--- config.mk ---
export PLATFORM = sky130hd
export DESIGN_NAME = ahb_master_burst
export DESIGN_NICKNAME = d
export VERILOG_FILES = /design/src/rtl/ahb_master_burst.sv
export SDC_FILE = /design/constraint.sdc
export NUM_CORES = 1
export LEC_CHECK = 0
export ABC_CLOCK_PERIOD_IN_PS = 1700
export CELL_PAD_IN_SITES_DETAIL_PLACEMENT = 0
export CELL_PAD_IN_SITES_GLOBAL_PLACEMENT = 1
export CORE_MARGIN = 10
export CORE_UTILIZATION = 25
export DETAILED_ROUTE_END_ITERATION = 16
export GPL_ROUTABILITY_DRIVEN = 0
export PLACE_DENSITY_LB_ADDON = 0.08
export SLEW_MARGIN = 5
export SYNTH_ARGS = -nofsm -noshare
export SYNTH_HDL_FRONTEND = slang
export SYNTH_SLANG_ARGS = --single-unit
--- constraint.sdc ---
create_clock -name HCLK -period 1.7 [get_ports HCLK]
set_input_delay 0.51 -clock HCLK [delete_from_list [all_inputs] [get_ports HCLK]]
set_output_delay 0.51 -clock HCLK [all_outputs]
set_load 0.02 [all_outputs]
--- src/rtl/ahb_master_burst.sv ---
// AHB-Lite style burst master: turns one command into a SINGLE/INCR/WRAP burst with re-arbitration on grant loss.
// Latency: command accept -> REQ next cycle; first address phase one edge after HGRANT&HREADY; done one cycle after last data phase.
// Backpressure: cmd_ready only in IDLE; HREADY=0 stalls address/data phases; wdata is consumed when wdata_ready is high.
//
// Ports:
//   HCLK, HRESET                       clock, synchronous active-high reset
//   cmd_valid/cmd_ready, cmd_addr,
//   cmd_burst, cmd_len, cmd_write      command handshake and burst description
//   wdata/wdata_ready                  write data for the current data phase
//   rdata/rdata_valid                  captured read data, one-cycle qualifier
//   done                               pulse after the final data phase
//   HBUSREQ, HGRANT, HREADY, HADDR,
//   HTRANS, HBURST, HWRITE, HSIZE,
//   HWDATA, HRDATA                     AHB master bus signals
module ahb_master_burst #(
  parameter int ADDR_W = 32,
  parameter int DATA_W = 32
) (
  input  logic              HCLK,
  input  logic              HRESET,
  input  logic              cmd_valid,
  output logic              cmd_ready,
  input  logic [ADDR_W-1:0] cmd_addr,
  input  logic [2:0]        cmd_burst,
  input  logic [4:0]        cmd_len,
  input  logic              cmd_write,
  input  logic [DATA_W-1:0] wdata,
  output logic              wdata_ready,
  output logic [DATA_W-1:0] rdata,
  output logic              rdata_valid,
  output logic              done,
  output logic              HBUSREQ,
  input  logic              HGRANT,
  input  logic              HREADY,
  output logic [ADDR_W-1:0] HADDR,
  output logic [1:0]        HTRANS,
  output logic [2:0]        HBURST,
  output logic              HWRITE,
  output logic [2:0]        HSIZE,
  output logic [DATA_W-1:0] HWDATA,
  input  logic [DATA_W-1:0] HRDATA
);

  localparam logic [1:0] TRANS_IDLE   = 2'b00;
  localparam logic [1:0] TRANS_NONSEQ = 2'b10;
  localparam logic [1:0] TRANS_SEQ    = 2'b11;

  localparam logic [2:0] BURST_SINGLE = 3'b000;
  localparam logic [2:0] BURST_INCR   = 3'b001;
  localparam logic [2:0] BURST_WRAP4  = 3'b010;
  localparam logic [2:0] BURST_INCR4  = 3'b011;
  localparam logic [2:0] BURST_WRAP8  = 3'b100;
  localparam logic [2:0] BURST_INCR8  = 3'b101;
  localparam logic [2:0] BURST_WRAP16 = 3'b110;

  typedef enum logic [1:0] {
    S_IDLE,
    S_REQ,
    S_ADDR,
    S_LAST_DATA
  } state_t;

  state_t              state_q;
  logic [ADDR_W-1:0]   haddr_q;
  logic [1:0]          htrans_q;
  logic [2:0]          hburst_q;
  logic [2:0]          burst_q;    // original command burst, drives the wrap arithmetic
  logic                hwrite_q;
  logic                hbusreq_q;
  logic [4:0]          beats_q;    // address phases still to be issued, including the one on the bus
  logic                rearb_q;    // set once the burst has been split by a grant loss
  logic                dphase_q;   // a data phase is in progress
  logic [DATA_W-1:0]   rdata_q;
  logic                rdata_valid_q;
  logic                done_q;

  logic [ADDR_W-1:0]   haddr_d;
  logic [ADDR_W-1:0]   addr_inc;
  logic [ADDR_W-1:0]   wrap_mask;
  logic [4:0]          beats_d;

  // Next beat address: wrapping bursts only touch the bits inside their aligned block.
  always_comb begin
    wrap_mask = '0;
    case (burst_q)
      BURST_WRAP4:  wrap_mask = ADDR_W'(6'h0C);
      BURST_WRAP8:  wrap_mask = ADDR_W'(6'h1C);
      BURST_WRAP16: wrap_mask = ADDR_W'(6'h3C);
      default:      wrap_mask = '0;
    endcase
    addr_inc = haddr_q + ADDR_W'(4);
    if (wrap_mask != '0) begin
      haddr_d = (haddr_q & ~wrap_mask) | (addr_inc & wrap_mask);
    end else begin
      haddr_d = addr_inc;
    end
  end

  // Beat count from the command; cmd_len only matters for INCR.
  always_comb begin
    beats_d = 5'd16;
    case (cmd_burst)
      BURST_SINGLE:             beats_d = 5'd1;
      BURST_INCR:               beats_d = (cmd_len == 5'd0) ? 5'd1 : cmd_len;
      BURST_WRAP4, BURST_INCR4: beats_d = 5'd4;
      BURST_WRAP8, BURST_INCR8: beats_d = 5'd8;
      default:                  beats_d = 5'd16;
    endcase
  end

  always_ff @(posedge HCLK) begin
    if (HRESET) begin
      state_q       <= S_IDLE;
      haddr_q       <= '0;
      htrans_q      <= TRANS_IDLE;
      hburst_q      <= BURST_SINGLE;
      burst_q       <= BURST_SINGLE;
      hwrite_q      <= 1'b0;
      hbusreq_q     <= 1'b0;
      beats_q       <= 5'd0;
      rearb_q       <= 1'b0;
      dphase_q      <= 1'b0;
      rdata_q       <= '0;
      rdata_valid_q <= 1'b0;
      done_q        <= 1'b0;
    end else begin
      done_q        <= 1'b0;
      rdata_valid_q <= 1'b0;

      // Pipelined bus: each HREADY edge closes the current data phase and
      // opens a new one if an address phase is accepted on the same edge.
      if (HREADY) begin
        dphase_q <= (state_q == S_ADDR);
        if (dphase_q && !hwrite_q) begin
          rdata_q       <= HRDATA;
          rdata_valid_q <= 1'b1;
        end
      end

      case (state_q)
        S_IDLE: begin
          if (cmd_valid) begin
            haddr_q   <= cmd_addr;
            burst_q   <= cmd_burst;
            hburst_q  <= cmd_burst;
            hwrite_q  <= cmd_write;
            beats_q   <= beats_d;
            rearb_q   <= 1'b0;
            hbusreq_q <= 1'b1;
            state_q   <= S_REQ;
          end
        end
        S_REQ: begin
          if (HGRANT && HREADY) begin
            htrans_q <= TRANS_NONSEQ;
            // A split burst is finished as an undefined-length INCR.
            hburst_q <= rearb_q ? BURST_INCR : burst_q;
            state_q  <= S_ADDR;
          end
        end
        S_ADDR: begin
          if (HREADY) begin
            haddr_q <= haddr_d;
            beats_q <= beats_q - 5'd1;
            if (beats_q == 5'd1) begin
              // Final beat goes out regardless of grant.
              htrans_q  <= TRANS_IDLE;
              hbusreq_q <= 1'b0;
              state_q   <= S_LAST_DATA;
            end else if (!HGRANT) begin
              htrans_q <= TRANS_IDLE;
              rearb_q  <= 1'b1;
              state_q  <= S_REQ;
            end else begin
              htrans_q <= TRANS_SEQ;
            end
          end
        end
        S_LAST_DATA: begin
          if (HREADY) begin
            done_q  <= 1'b1;
            state_q <= S_IDLE;
          end
        end
        default: state_q <= S_IDLE;
      endcase
    end
  end

  assign cmd_ready   = (state_q == S_IDLE);
  assign HADDR       = haddr_q;
  assign HTRANS      = htrans_q;
  assign HBURST      = hburst_q;
  assign HWRITE      = hwrite_q;
  assign HBUSREQ     = hbusreq_q;
  assign HSIZE       = 3'b010;
  assign HWDATA      = (dphase_q && hwrite_q) ? wdata : '0;
  assign wdata_ready = dphase_q && hwrite_q && HREADY;
  assign rdata       = rdata_q;
  assign rdata_valid = rdata_valid_q;
  assign done        = done_q;

endmodule

==> summary.md, run 1 <==
| Metric | Value |
|---|---|
| DR vias | 5543 |
| Hold Path End | rdata[11]$_SDFFE_PP0P_ |
| Reg clk slew, reported paths | 70 ps |
| Pwr Density | 634 nW/µm² |
| Hold slack final | 451 ps |
| Final min period | approximately 1800 ps |
| Fin area | 8420 µm² |
| Startpoint types | flip-flop |
| Post-Synthesis Cells | 597 |
| Fin crit share | 104% |
| Clock Skew | 11.1 ps |
| Area grow syn2layout | 86.4% |
| Hold depth | 2 |
| Number of I/O pins | 220 |
| Port buffer count | 216 |
| RSZ-0062 raised after global routing | yes |
| Mean Syn Cell Area | 7.56 µm² |
| Net count, final | approximately 1000 |
| R2r worst-path depth | 7 |
| Layout cell share with drive strength beyond 1 | a little under a third |
| Post-DP Area | about 7600 µm² |
| Worst setup slack after layout | -68.6 ps |
| Post-synth EDFFs | 0 |
| Drt pass-1 iters | 4 |
| Sequential area share after synthesis | 37.7% |
| Met3 wire length | ~1.4 mm |
| HPWL Detailed | around 15 mm |
| Core outline area | 17800 µm² |
| CTS H-tree depth | 3 |
| Worst R2R End | HADDR[28]$_SDFFE_PP0P_ |
| Largest net degree at the start of global routing | 35 |
| GRT Residual Overflow | 0 |
| CTS buffer count | 9 |
| Maximum VDD drop | between 400 and 500 µV |
| Rows | 49 |
| Crit Path Max Fanout | 8 |
| Worst reg-to-reg setup slack | 10 ps |
| GRT Overall Usage | between 10% and 20% |
| Worst-Skew Late Latency | 350 ps |
| First-pass GRT wire length | between 30 and 40 mm |
| Top layer in use | met5 |
| Library cells used by synthesis | 67 |
| Die Wd | 154 µm |
| Antenna cell count | 0 |
| Worst Hold Class | flip-flop to flip-flop |
| Critical Path Source | dphase_q$_SDFFE_PP0P_ |
| Maxcap violations | 0 |
| FF+latch count, synth | 85 |
| Status | complete, but fails checks |
| Achievable frequency | 565 MHz |
| Clock Path Buffers | 2 |
| Sink Count | 85 |
| Violated checks | negative setup slack |
| Post-route ant nets | 0 |
| FF-to-FF Start | HADDR[2]$_SDFFE_PP0P_ |
| Crit path capture type | output port |
| Wire per inst | 18.1 µm |
| Worst Path Arrival | 1260 ps |
| Die ar. | 23800 µm² |
| Critical path data required time | 1190 ps |
| Fraction of registers with async set/reset | 0% |
| CTS Root Cell | clkbuf_16 |
| Top FF cell, synth | dfxtp_1 |
| Met1 Routed Length | 8.54 mm |
| Min-delay src | rdata[11]$_SDFFE_PP0P_ |
| Final wirelength | 20.5 mm |
| CTS tree | done |
| Met2 WL | 10.2 mm |
| Place WS | -615 ps |
| Critical Setup Path Class | flip-flop to output port |
| Drt drc | 0 |
| Vias in the first global route | approximately 5700 |
| Final setup fails | 32 |
| Die Y | 154 µm |
| Initial Utilization | 25.3% |
| Antenna violations before repair | 1 |
| Vias per cell | 4.90 |
| Static Leakage | 3.65 nW |
| Final Hold Fails | 0 |
| 1st-iter DRT viols | 232 |
| Slew Viols, Final | 0 |
| Cell area after synthesis | around 4500 µm² |
| Total power | 5.34 mW |
| Yosys warns | 0 |
-- cell type report --
| cell class | instances | area (µm²) |
|---|---|---|
| fill | 1807 | 9420 |
| timing repair buffer | 335 | 3160 |
| multi-input combinational | 459 | 2910 |
| sequential | 85 | 1760 |
| tap | 229 | 287 |
| clock buffer | 9 | 225 |
| clock inverter | 7 | 53.8 |
| inverter | 8 | 30.0 |
-- layer usage --
metal	global-route usage [%]	up-vias
met4	4.45	2
met1	18.5	2639
met2	28.0	138
met3	5.46	21
li1	-	2743
met5	0	-
-- timing repair --
item                       4_1_cts  5_1_grt
gates resized for setup        358       71
pin swaps                       18       40
buffers inserted                 8       10
setup endpoints to repair      178       68
hold buffers                     0        0
cloned                           2        4
-- power by group --
group          switching [mW]  leakage [nW]  total (mW)  internal [mW]
Combinational           0.565          2.81        1.21          0.649
Clock                   0.929         0.137        1.94           1.01
Sequential              0.110         0.703        2.18           2.07
Total                    1.60          3.65        5.34           3.73
-- cells in the mapped netlist (all sizes together) (3+ instances only) --
master / n / area share, %
nor3b: 5 / 0.94
o22ai: 5 / 0.69
o211ai: 4 / 0.67
a22oi: 10 / 1.7
buf: 10 / 1.3
clkbuf: 36 / 3.2
nand2: 107 / 8.9
nor4: 8 / 1.6
a211oi: 3 / 0.50
mux2i: 7 / 1.6
and2: 7 / 0.97
o21ai: 24 / 2.7
nand4: 17 / 2.5
nor2b: 7 / 0.97
o31ai: 8 / 1.3
and3: 41 / 5.7
dfxtp: 85 / 38
a311oi: 4 / 0.78
nand3: 14 / 2.1
and4: 3 / 0.58
inv: 8 / 0.67
a32o: 3 / 0.67
a21oi: 77 / 8.5
ha: 3 / 0.83
a31oi: 5 / 0.69
a21o: 7 / 1.2
nor3: 8 / 0.89
nor2: 46 / 3.8
-- state kept, by name, summed over array words and instances, names as in the netlist, named ones only --
signal       cells
HADDR           30
HBURST           3
HBUSREQ          1
HTRANS           2
HWRITE           1
beats_q          5
burst_q          3
done             1
dphase_q         1
rdata           32
rdata_valid      1
rearb_q          1
state_q          2
-- worst max-delay path by stage --
| stage | end | slack (ps) |
|---|---|---|
| floorplan | HADDR[25]$_SDFFE_PP0P_ | 0.9 |
| global placement | wdata_ready | -620 |
| detailed placement | HADDR[28]$_SDFFE_PP0P_ | -620 |
| CTS | HWDATA[0] | -190 |
| global route | HADDR[24]$_SDFFE_PP0P_ | -100 |
| finish | HWDATA[22] | -70 |
-- per-stage QoR --
stage | cells | TNS, ps | utilization, %
4_1_cts | 1120 | -2510 | 45.4
6_report | 1132 | -1480 | 47.2
2_1_floorplan | 598 | 0 | -
3_3_place_gp | 1094 | -52160 | 42.7
5_1_grt | 1132 | -3310 | 47.2
3_5_place_dp | 1094 | -55370 | 42.7
-- kinds of logic after synthesis --
kind of cell,synth area share [%]
AND/OR/NAND/NOR,31.3
AO/OA/AOI/OAI,22.9
flip-flops,37.7
buffers and inverters,5.18
multiplexers,1.55
adder cells (fa/ha/maj),0.831
other,0.166
XOR/XNOR,0.388
-- critical path: stages, from the launching register on --
cell,delay (ps)
dfxtp_4,360
buf_6,120
buf_8,130
and3_4,170
buf_6,120
-- placed cells by master, fill, tap and decap left out, types with 5 or more instances in the layout --
cell / Yosys / final
a21o_1: 7 / 7
a21oi_1: 77 / 72
a21oi_2: 0 / 5
a22oi_1: 10 / 10
and2_1: 6 / 6
and3_1: 39 / 10
and3_4: 0 / 29
buf_12: 0 / 7
buf_4: 4 / 95
buf_6: 0 / 46
clkbuf_16: 0 / 12
clkbuf_2: 1 / 5
clkdlybuf4s15_1: 0 / 6
clkdlybuf4s50_1: 0 / 79
dfxtp_1: 85 / 66
dfxtp_2: 0 / 7
dfxtp_4: 0 / 12
dlygate4sd2_1: 0 / 85
inv_1: 8 / 8
mux2i_1: 7 / 7
nand2_1: 107 / 106
nand3_1: 11 / 10
nand4_1: 16 / 16
nor2_1: 46 / 43
nor2b_1: 7 / 6
nor3_1: 8 / 7
o21ai_0: 23 / 20
o31ai_1: 8 / 6
(Power assumes the default switching activity.)
==> run 2: changes to the inputs <==
--- a/config.mk
+++ b/config.mk
@@ -13,6 +13,7 @@
 export DETAILED_ROUTE_END_ITERATION = 16
 export GPL_ROUTABILITY_DRIVEN = 0
 export PLACE_DENSITY_LB_ADDON = 0.08
+export SKIP_CTS_REPAIR_TIMING = 1
 export SLEW_MARGIN = 5
 export SYNTH_ARGS = -nofsm -noshare
 export SYNTH_HDL_FRONTEND = slang
==> run 2 against run 1 <==
Compared with the run above: the flow still finishes with violations (negative setup slack); combinational power up 4%; sequential power about the same; largest power group unchanged; via count is 0.85% higher; critical path type unchanged; critical endpoint is now HWDATA[6]; first-iteration DRC count shrank 20%.
==> summary.md, run 2 (synthesis gave the netlist of run 1 again) <==
| Metric | Value |
|---|---|
| Layout cell share with drive strength beyond 1 | 29.1% |
| Rows | 49 |
| First-pass GRT wire length | 31.0 mm |
| Core outline area | 17800 µm² |
| Port buffer count | 216 |
| Fin Setup TNS | -2500 ps |
| R2r worst-path depth | 10 |
| Vias in the first global route | 5581 |
| Final wirelength | around 21 mm |
| Achievable frequency | 545 MHz |
| Total power | 5.38 mW |
| GRT Overall Usage | 15.8% |
| Pint | 3.78 mW |
| Reg clk slew, reported paths | about 70 ps |
| P_sw | 1.60 mW |
| Net count, final | ~1000 |
| Startpoint types | flip-flop |
| Violated checks | negative setup slack |
| Initial Utilization | 25.3% |
| Die Wd | 154 µm |
| Hold Path End | rdata[11]$_SDFFE_PP0P_ |
| Crit Path Max Fanout | 5 |
| Number of I/O pins | 220 |
| CTS tree | done |
| Worst reg-to-reg setup slack | -60 ps |
| Static Leakage | 4.95 nW |
| Drt pass-1 iters | 5 |
| Worst-Skew Late Latency | 350 ps |
| Critical-path cell list | buf_4 > clkbuf_16 > and3_1 > buf_6 |
| Largest net degree at the start of global routing | 35 |
| Fin crit share | 108% |
| CTS Root Cell | clkbuf_16 |
| FF-to-FF Start | HADDR[2]$_SDFFE_PP0P_ |
| Vias per cell | 4.92 |
| Hold depth | 2 |
| Clk network pwr share | a little over a third |
| Clock Skew | 10.0 ps |
| Worst Hold Class | flip-flop to flip-flop |
| Sw Share | about 30% |
| RSZ-0062 raised after global routing | yes |
| Max FFs per register | 32 |
| Die ar. | about 24000 µm² |
| Wire per inst | around 18 µm |
| CTS H-tree depth | 3 |
| DR vias | 5590 |
| Final setup fails | 36 |
| CTS buffer count | 9 |
| 1st-iter DRT viols | about 190 |
| Maximum VDD drop | 457 µV |
| Critical Setup Path Class | flip-flop to output port |
| Sink Count | 85 |
| Status | complete, but fails checks |
| HPWL Detailed | 15.3 mm |
| Worst setup slack after layout | -134 ps |
| Maxcap violations | 0 |
| Gate power share | 23.4% |
| Slowest cell on crit path | dfxtp_4 |
| Worst R2R End | HADDR[14]$_SDFFE_PP0P_ |
| Final min period | roughly 1800 ps |
| Final Hold Fails | 0 |
| Clock Path Buffers | 2 |
| Critical path data required time | 1190 ps |
| Worst Path Arrival | roughly 1300 ps |
| Slew Viols, Final | 0 |
| Antenna violations before repair | 1 |
| Min-delay src | rdata[11]$_SDFFE_PP0P_ |
| Fillers | 1740 |
| Drt drc | 0 |
| Area grow syn2layout | 96.1% |
| Reg power frac | 40.6% |
| GRT Residual Overflow | 0 |
| Pwr Density | ~610 nW/µm² |
| Most frequent cells in the layout | nand2_1 (106), dlymetal6s2s_1 (106), buf_4 (99), clkdlybuf4s50_1 (74), a21oi_1 (72) |
| Critical path's largest stage delay | 380 ps |
| Crit path capture type | output port |
| Die Y | approximately 150 µm |
| Post-route ant nets | 0 |
| Util after Layout | between 40% and 50% |
[run 2: worst max path at each step]
stage / from / to / cells past startpoint
after floorplan: state_q[1]$_SDFFE_PP0P_ / HADDR[25]$_SDFFE_PP0P_ / 5
after global placement: HREADY / wdata_ready / 3
after detailed placement: HREADY / HADDR[28]$_SDFFE_PP0P_ / 7
after CTS: HREADY / wdata_ready / 3
after global routing: dphase_q$_SDFFE_PP0P_ / HWDATA[6] / 4
final: dphase_q$_SDFFE_PP0P_ / HWDATA[6] / 4
[run 2: critical path, delay by kind of cell (launching register included)]
kind | cells | cell delay, ps
simple gates | 1 | 180
flops | 1 | 380
buf+inv | 3 | 410
[run 2: power by group through the flow]
stage,Combinational (mW),Clock (mW),Sequential (mW)
floorplan,0.388,0,2.29
global placement,1.18,0,2.22
detailed placement,1.19,0,2.22
CTS,1.20,2.01,2.18
global route,1.36,2.09,2.20
finish,1.26,1.93,2.18
[run 2: metrics by stage]
step | instance area [µm²] | hold WS (ps) | cells | setup slack, ps
2_1_floorplan | 4560 | 463 | 598 | 0.901
5_1_grt | 8850 | 477 | 1136 | -170
4_1_cts | 7900 | 457 | 1110 | -618
3_3_place_gp | 7620 | 442 | 1094 | -617
3_5_place_dp | 7620 | 447 | 1094 | -615
6_report | 8850 | 451 | 1137 | -134
[run 2: layer usage]
layer / routed length (µm) / GRT usage [%] / vias up / part of all wire [%]
li1: - / - / 2756 / -
met1: 8570 / 18.2 / 2663 / 41
met2: 10500 / 27.0 / 149 / 50
met3: 1470 / 5.57 / 20 / 7.0
met4: 295 / 4.63 / 2 / 1.4
met5: 12 / 0 / - / 0.058
[run 2: layout make-up]
type	instances	area [µm²]	area share (%)
Clock buffer	9	225	2.54
Sequential cell	85	1750	19.8
Inverter	8	30.0	0.339
Clock inverter	7	53.8	0.608
Antenna cell	1	2.50	0.0283
Timing Repair Buffer	339	3600	40.7
Multi-Input combinational cell	459	2900	32.8
Tap cell	229	287	3.24
